==> config.mk <==
export PLATFORM = sky130hd
export DESIGN_NAME = fc_feature_buffer
export DESIGN_NICKNAME = d
export VERILOG_FILES = /design/src/rtl/fc_feature_buffer.sv
export SDC_FILE = /design/constraint.sdc
export NUM_CORES = 1
export LEC_CHECK = 0
export BUFFER_PORTS_ARGS = -buffer_cell sky130_fd_sc_hd__buf_2
export CAP_MARGIN = 20
export CORE_ASPECT_RATIO = 1.75
export CORE_MARGIN = 2
export CORE_UTILIZATION = 49
export DETAILED_ROUTE_END_ITERATION = 10
export PLACE_DENSITY_LB_ADDON = 0.3
export SLEW_MARGIN = 20
export SYNTH_ARGS = -nofsm -noshare
export SYNTH_HDL_FRONTEND = slang
export SYNTH_SLANG_ARGS = --single-unit
export TNS_END_PERCENT = 30
==> constraint.sdc <==
create_clock -name clk -period 3.6 [get_ports clk]
set_input_delay 0.72 -clock clk [delete_from_list [all_inputs] [get_ports clk]]
set_output_delay 0.72 -clock clk [all_outputs]
set_load 0.005 [all_outputs]
==> src/rtl/fc_feature_buffer.sv <==
// Ping-pong flatten buffer between the last conv/pool stage and the FC layer.
// Collects N_FEAT activations per frame, replays each frame as LANES-wide beats.
module fc_feature_buffer #(
    parameter int N_FEAT = 64,
    parameter int LANES  = 4,
    parameter int DW     = 8
) (
    input  logic                clk,
    input  logic                rst,
    input  logic                in_valid,
    input  logic [DW-1:0]       in_data,
    output logic                in_ready,
    input  logic                in_abort,
    input  logic                out_ready,
    output logic                out_valid,
    output logic [LANES*DW-1:0] out_data,
    output logic                out_last,
    output logic [15:0]         frame_cnt
);

    localparam int BEATS = N_FEAT / LANES;
    localparam int AW    = (N_FEAT > 1) ? $clog2(N_FEAT) : 1;
    localparam int BW    = (BEATS > 1) ? $clog2(BEATS) : 1;

    localparam logic [AW-1:0] LAST_IDX  = AW'(N_FEAT - 1);
    localparam logic [BW-1:0] LAST_BEAT = BW'(BEATS - 1);

    typedef enum logic {
        IDLE,
        STREAM
    } state_t;

    state_t        state_q;
    state_t        state_d;
    logic [DW-1:0] mem [2][N_FEAT];
    logic [1:0]    full_q;
    logic [1:0]    full_d;
    logic          wr_bank_q;
    logic          rd_bank_q;
    logic [AW-1:0] wr_cnt_q;
    logic [BW-1:0] beat_q;
    logic [BW-1:0] beat_d;
    logic [15:0]   frame_cnt_q;

    logic accept;
    logic wr_en;
    logic wr_done;
    logic rd_done;

    // A bank is writable only while empty, so writer and reader never share one.
    assign in_ready  = !rst && !full_q[wr_bank_q];
    assign accept    = in_valid && in_ready;
    assign wr_en     = accept && !in_abort;
    assign wr_done   = wr_en && (wr_cnt_q == LAST_IDX);
    assign frame_cnt = frame_cnt_q;

    always_ff @(posedge clk) begin
        if (wr_en) begin
            mem[wr_bank_q][wr_cnt_q] <= in_data;
        end
    end

    always_comb begin
        state_d   = state_q;
        beat_d    = beat_q;
        out_valid = 1'b0;
        out_last  = 1'b0;
        rd_done   = 1'b0;
        unique case (state_q)
            IDLE: begin
                if (full_q[rd_bank_q] && out_ready) begin
                    state_d = STREAM;
                    beat_d  = '0;
                end
            end
            STREAM: begin
                out_valid = 1'b1;
                beat_d    = beat_q + 1'b1;
                if (beat_q == LAST_BEAT) begin
                    out_last = 1'b1;
                    rd_done  = 1'b1;
                    state_d  = IDLE;
                end
            end
        endcase
    end

    // Free and fill always target different banks, so both may land together.
    always_comb begin
        full_d = full_q;
        if (rd_done) begin
            full_d[rd_bank_q] = 1'b0;
        end
        if (wr_done) begin
            full_d[wr_bank_q] = 1'b1;
        end
    end

    always_comb begin
        out_data = '0;
        for (int k = 0; k < LANES; k++) begin
            if (out_valid) begin
                out_data[k*DW +: DW] =
                    mem[rd_bank_q][AW'(int'(beat_q) * LANES + k)];
            end
        end
    end

    always_ff @(posedge clk) begin
        if (rst) begin
            state_q     <= IDLE;
            beat_q      <= '0;
            full_q      <= '0;
            wr_bank_q   <= 1'b0;
            rd_bank_q   <= 1'b0;
            wr_cnt_q    <= '0;
            frame_cnt_q <= '0;
        end else begin
            state_q <= state_d;
            beat_q  <= beat_d;
            full_q  <= full_d;
            if (in_abort) begin
                wr_cnt_q <= '0;
            end else if (wr_done) begin
                wr_cnt_q  <= '0;
                wr_bank_q <= ~wr_bank_q;
            end else if (wr_en) begin
                wr_cnt_q <= wr_cnt_q + 1'b1;
            end
            if (rd_done) begin
                rd_bank_q   <= ~rd_bank_q;
                frame_cnt_q <= frame_cnt_q + 16'd1;
            end
        end
    end

endmodule
==> summary.md <==
| Metric | Value |
|---|---|
| Area Growth Syn to Fin | `18.22%` |
| Root Driver | `clkbuf_16` |
| Endpoints failing setup | `14` |
| CTS clk-pin slew, worst paths | `roughly 0.070 ns` |
| CTS hold repair buffers | `0` |
| #FFs+latches synth | `between 1,000 and 1,500` |
| Layout cells sized above 1 | `0.3320` |
| Global-route wire length before repair | `between 150 and 200 mm` |
| Number of clock sinks | `approximately 1,100` |
| N_diodes | `0` |
| FF-to-FF setup slack | `just under 0.6 ns` |
| Initial Util | `0.4937` |
| Drt total wl | `roughly 100 mm` |
| Core area | `about 0.084 mm^2` |
| F_max | `273.8 MHz` |
| Die width | `224.1 um` |
| Min-delay worst type | `in -> reg` |
| Startpoint Class | `register` |
| Flop pwr share | `0.557` |
| Drt via density | `~6.0` |
| DRT iter0 DRCs | `a little under 2,000` |
| Crit path arrival time | `between 2 and 3 ns` |
| Worst Skew | `about 0.026 ns` |
| Post-Place Setup Slack | `about 0.11 ns` |
| I/O pin cnt | `64` |
| Routed Antenna Nets | `0` |
| Cells after DPL | `3,345` |
| Post-synth EDFFs | `between 1,000 and 1,500` |
| Fin nets | `about 2,400` |
| Reg2reg path depth | `7` |
| Post-synthesis cell area | `0.04155 mm^2` |
| RSZ-0062 raised after global routing | `yes` |
| Synth cell types | `47` |
| Gpl congestion | `0.8395` |
| Largest net degree at the start of global routing | `roughly 100` |
| Layout Cells excl Fill | `3,569` |
| Post-Synth Adder-Cell Area | `0.0009034` |
| # rows | `141` |
| Mux cell area share after synthesis | `0.1444` |
| Drc violations | `0` |
| CP Capture Type | `primary output` |
| CTS tree | `yes` |
| PortBufs | `63` |
| CTS buffer count | `~90` |
| Comb power frac | `0.011` |
| Clock Path Buffers | `3` |
| VDD IR max | `around 520 uV` |
| Compound-Gate Fraction of Synth Area | `0.03466` |
| NetSw | `0.004644 W` |
| Power Density | `491.6 mW/mm^2` |
| Pint | `around 0.020 W` |
| Synth warn | `0` |
| Number of max-cap violations | `0` |
| Clock power frac | `0.432` |
| Post-synthesis instance total | `2,116` |
| Leakage power | `15.23 nW` |
| Asr flop ratio synth | `0` |
| Hold Crit Depth | `2` |
| Crit path time final | `approximately 3.7 ns` |
| Post-synth top flop | `edfxtp_1` |
| Die Area | `between 0.08 and 0.09 mm^2` |
| Largest family of logic cells by synthesized area | `multiplexers` |
| Total GRT Usage | `0.2396` |
| Die Ht | `389.2 um` |
| Clk Latency, worst-skew pair | `about 0.68 ns` |
| Simple logic cell fraction of the synthesized area | `0.04198` |
| Pins Over Slew Limit | `0` |
| Status | `complete, but fails checks` |
| Failing checks | `negative setup slack` |
| Syn nets | `~2,100` |
| Routed WL per cell | `about 29 um` |
| Initial antenna violation count | `1` |
| Vias | `about 21,000` |
| Final worst slack | `-0.05293 ns` |
| Slew @ Worst Pin | `around 0.9 ns` |
| Count of final hold-check violations | `0` |
| Post-synthesis sequential area ratio | `0.7555` |
| Sw frac | `0.1923` |
| Worst Path Required | `about 2.9 ns` |
| Syn Area/Cell | `19.64 um^2` |
| First drt pass iteration count | `7` |
| Final worst path period share | `1.015` |
| H-tree Lvls | `3` |
| CP max FO | `8` |
| Worst slew margin | `0.3971` |
| Vias in the first global route | `between 20,000 and 25,000` |
| Post-DP HPWL | `64.06 mm` |
| Fillers | `5,905` |
| GRT overflow | `0` |
| CP Class | `reg -> out` |
| Synth Area in XOR/XNOR | `0.002951` |
[layout by cell type, fill, tap and decap left out, drive strengths merged, types with 2 or more instances in the layout]
master	synthesis	final
and2	4	4
bufbuf	0	2
or3	5	5
nand2	23	23
bufinv	0	18
and4	2	2
nor3	9	9
xnor2	4	4
nand3	17	17
nand3b	2	2
mux2i	130	130
clkinvlp	0	8
ha	3	3
or2	3	3
and3	5	5
xor2	10	10
o31ai	4	4
a21oi	45	45
mux4	192	192
clkinv	0	34
nand4	6	6
dfxtp	32	32
nor2b	71	71
nor2	142	142
clkbuf	63	104
a211oi	64	64
edfxtp	1024	1024
buf	69	340
inv	3	10
a311oi	2	2
a22oi	66	66
or4	4	4
o21ai	37	37
mux2	33	33
nand2b	4	4
nor4	32	32
nand4b	2	2
[synthesized netlist by cell type (5+ instances only)]
| library cell | n | area share |
|---|---|---|
| mux2_2 | 33 | 0.0089 |
| o21ai_1 | 15 | 0.0018 |
| a21oi_1 | 45 | 0.0054 |
| buf_4 | 9 | 0.0016 |
| nand2_1 | 22 | 0.0020 |
| edfxtp_1 | 1024 | 0.74 |
| clkbuf_1 | 63 | 0.0057 |
| a211oi_1 | 64 | 0.012 |
| nor4_2 | 8 | 0.0024 |
| or3_1 | 5 | 0.00075 |
| nor4_1 | 24 | 0.0036 |
| xor2_1 | 10 | 0.0021 |
| a22oi_1 | 66 | 0.012 |
| nand3_1 | 17 | 0.0020 |
| buf_8 | 6 | 0.0022 |
| nor2_2 | 7 | 0.0011 |
| mux4_2 | 192 | 0.10 |
| nand4_1 | 6 | 0.00090 |
| o21ai_0 | 22 | 0.0027 |
| mux2i_1 | 129 | 0.031 |
| buf_6 | 18 | 0.0049 |
| nor2_1 | 135 | 0.012 |
| nor3_1 | 9 | 0.0011 |
| buf_2 | 31 | 0.0037 |
| and3_1 | 5 | 0.00075 |
| nor2b_1 | 71 | 0.011 |
| dfxtp_1 | 32 | 0.015 |
[cells by family (layout without fill, tap and decap cells)]
family	Yosys count	in the layout
flip-flops	1056	1056
multiplexers	355	355
AND/OR/NAND/NOR	334	334
AO/OA/AOI/OAI	219	219
buffers and inverters	135	516
XOR/XNOR	14	14
adder cells (fa/ha/maj)	3	3
[final timing paths]
check                                           startpoint                          to
worst min register to register  frame_cnt[10]$_SDFFE_PP0N_  frame_cnt[10]$_SDFFE_PP0N_
worst min-delay path                              in_abort    wr_cnt_q[4]$_SDFFE_PP0N_
worst max register to register      beat_q[0]$_SDFFE_PP0P_  frame_cnt[14]$_SDFFE_PP0N_
worst max-delay path                              register                 out_data[4]
[power groups by stage]
| stage | clock network [W] | logic, W | registers [W] |
|---|---|---|---|
| 2_1_floorplan | 0 | 0.0000181 | 0.0137 |
| 3_3_place_gp | 0 | 0.000248 | 0.0137 |
| 3_5_place_dp | 0 | 0.000265 | 0.0137 |
| 4_1_cts | 0.0106 | 0.000265 | 0.0135 |
| 5_1_grt | 0.0110 | 0.000278 | 0.0135 |
| 6_report | 0.0104 | 0.000260 | 0.0135 |
[final cells by class]
type | count | area (um^2) | area share
Clock buffer | 102 | 2340 | 0.04763
Multi-Input combinational cell | 925 | 9997 | 0.2035
Tap cell | 1072 | 1341 | 0.02731
Inverter | 3 | 11.26 | 0.0002292
Sequential cell | 1056 | 31400 | 0.6393
Timing Repair Buffer | 344 | 3198 | 0.06510
Clock inverter | 67 | 833.3 | 0.01696
[layer usage]
| layer | wire length, um | global-route usage | vias to the layer above |
|---|---|---|---|
| met1 | 35610 | 0.2688 | 11200 |
| met3 | 5095 | 0.03672 | 206 |
| met4 | 5421 | 0.1171 | 2 |
| met5 | 13 | 0 | - |
| met2 | 56510 | 0.4417 | 704 |
| li1 | - | - | 9253 |
[state kept, by name (all words and copies together), names as in the netlist, named ones only]
register	count
mem	1024
state_q	1
wr_bank_q	1
beat_q	4
frame_cnt	16
wr_cnt_q	6
rd_bank_q	1
full_q	2
[metrics by stage]
step	utilization	TNS [ns]	hold WS [ns]	power, W	cell area [um^2]
after global routing	0.5837	-1.901	0.3149	0.02475	49120
after global placement	0.5273	0	0.4620	0.01398	44380
final	0.5837	-0.2713	0.3408	0.02415	49120
after detailed placement	0.5275	0	0.4892	0.01399	44390
after CTS	0.5801	-0.6490	0.2966	0.02430	48820
after floorplan	-	0	0.4682	0.01375	41550
[timing repair]
action | in CTS | in global routing
pin swaps | 25 | 17
gates resized for setup | 145 | 32
setup endpoints to repair | 33 | 32
buffers inserted | 35 | 11
gates cloned | 11 | 2
[critical path, cell delays in order, from the launching register on]
cell and delay, ns:
dfxtp_4 0.46, buf_16 0.18, buf_4 0.15, mux4_2 0.48
mux2_2 0.29, o21ai_1 0.43, nor4_4 0.08, buf_2 0.15
Note: power is estimated with default switching activity, not from simulation.
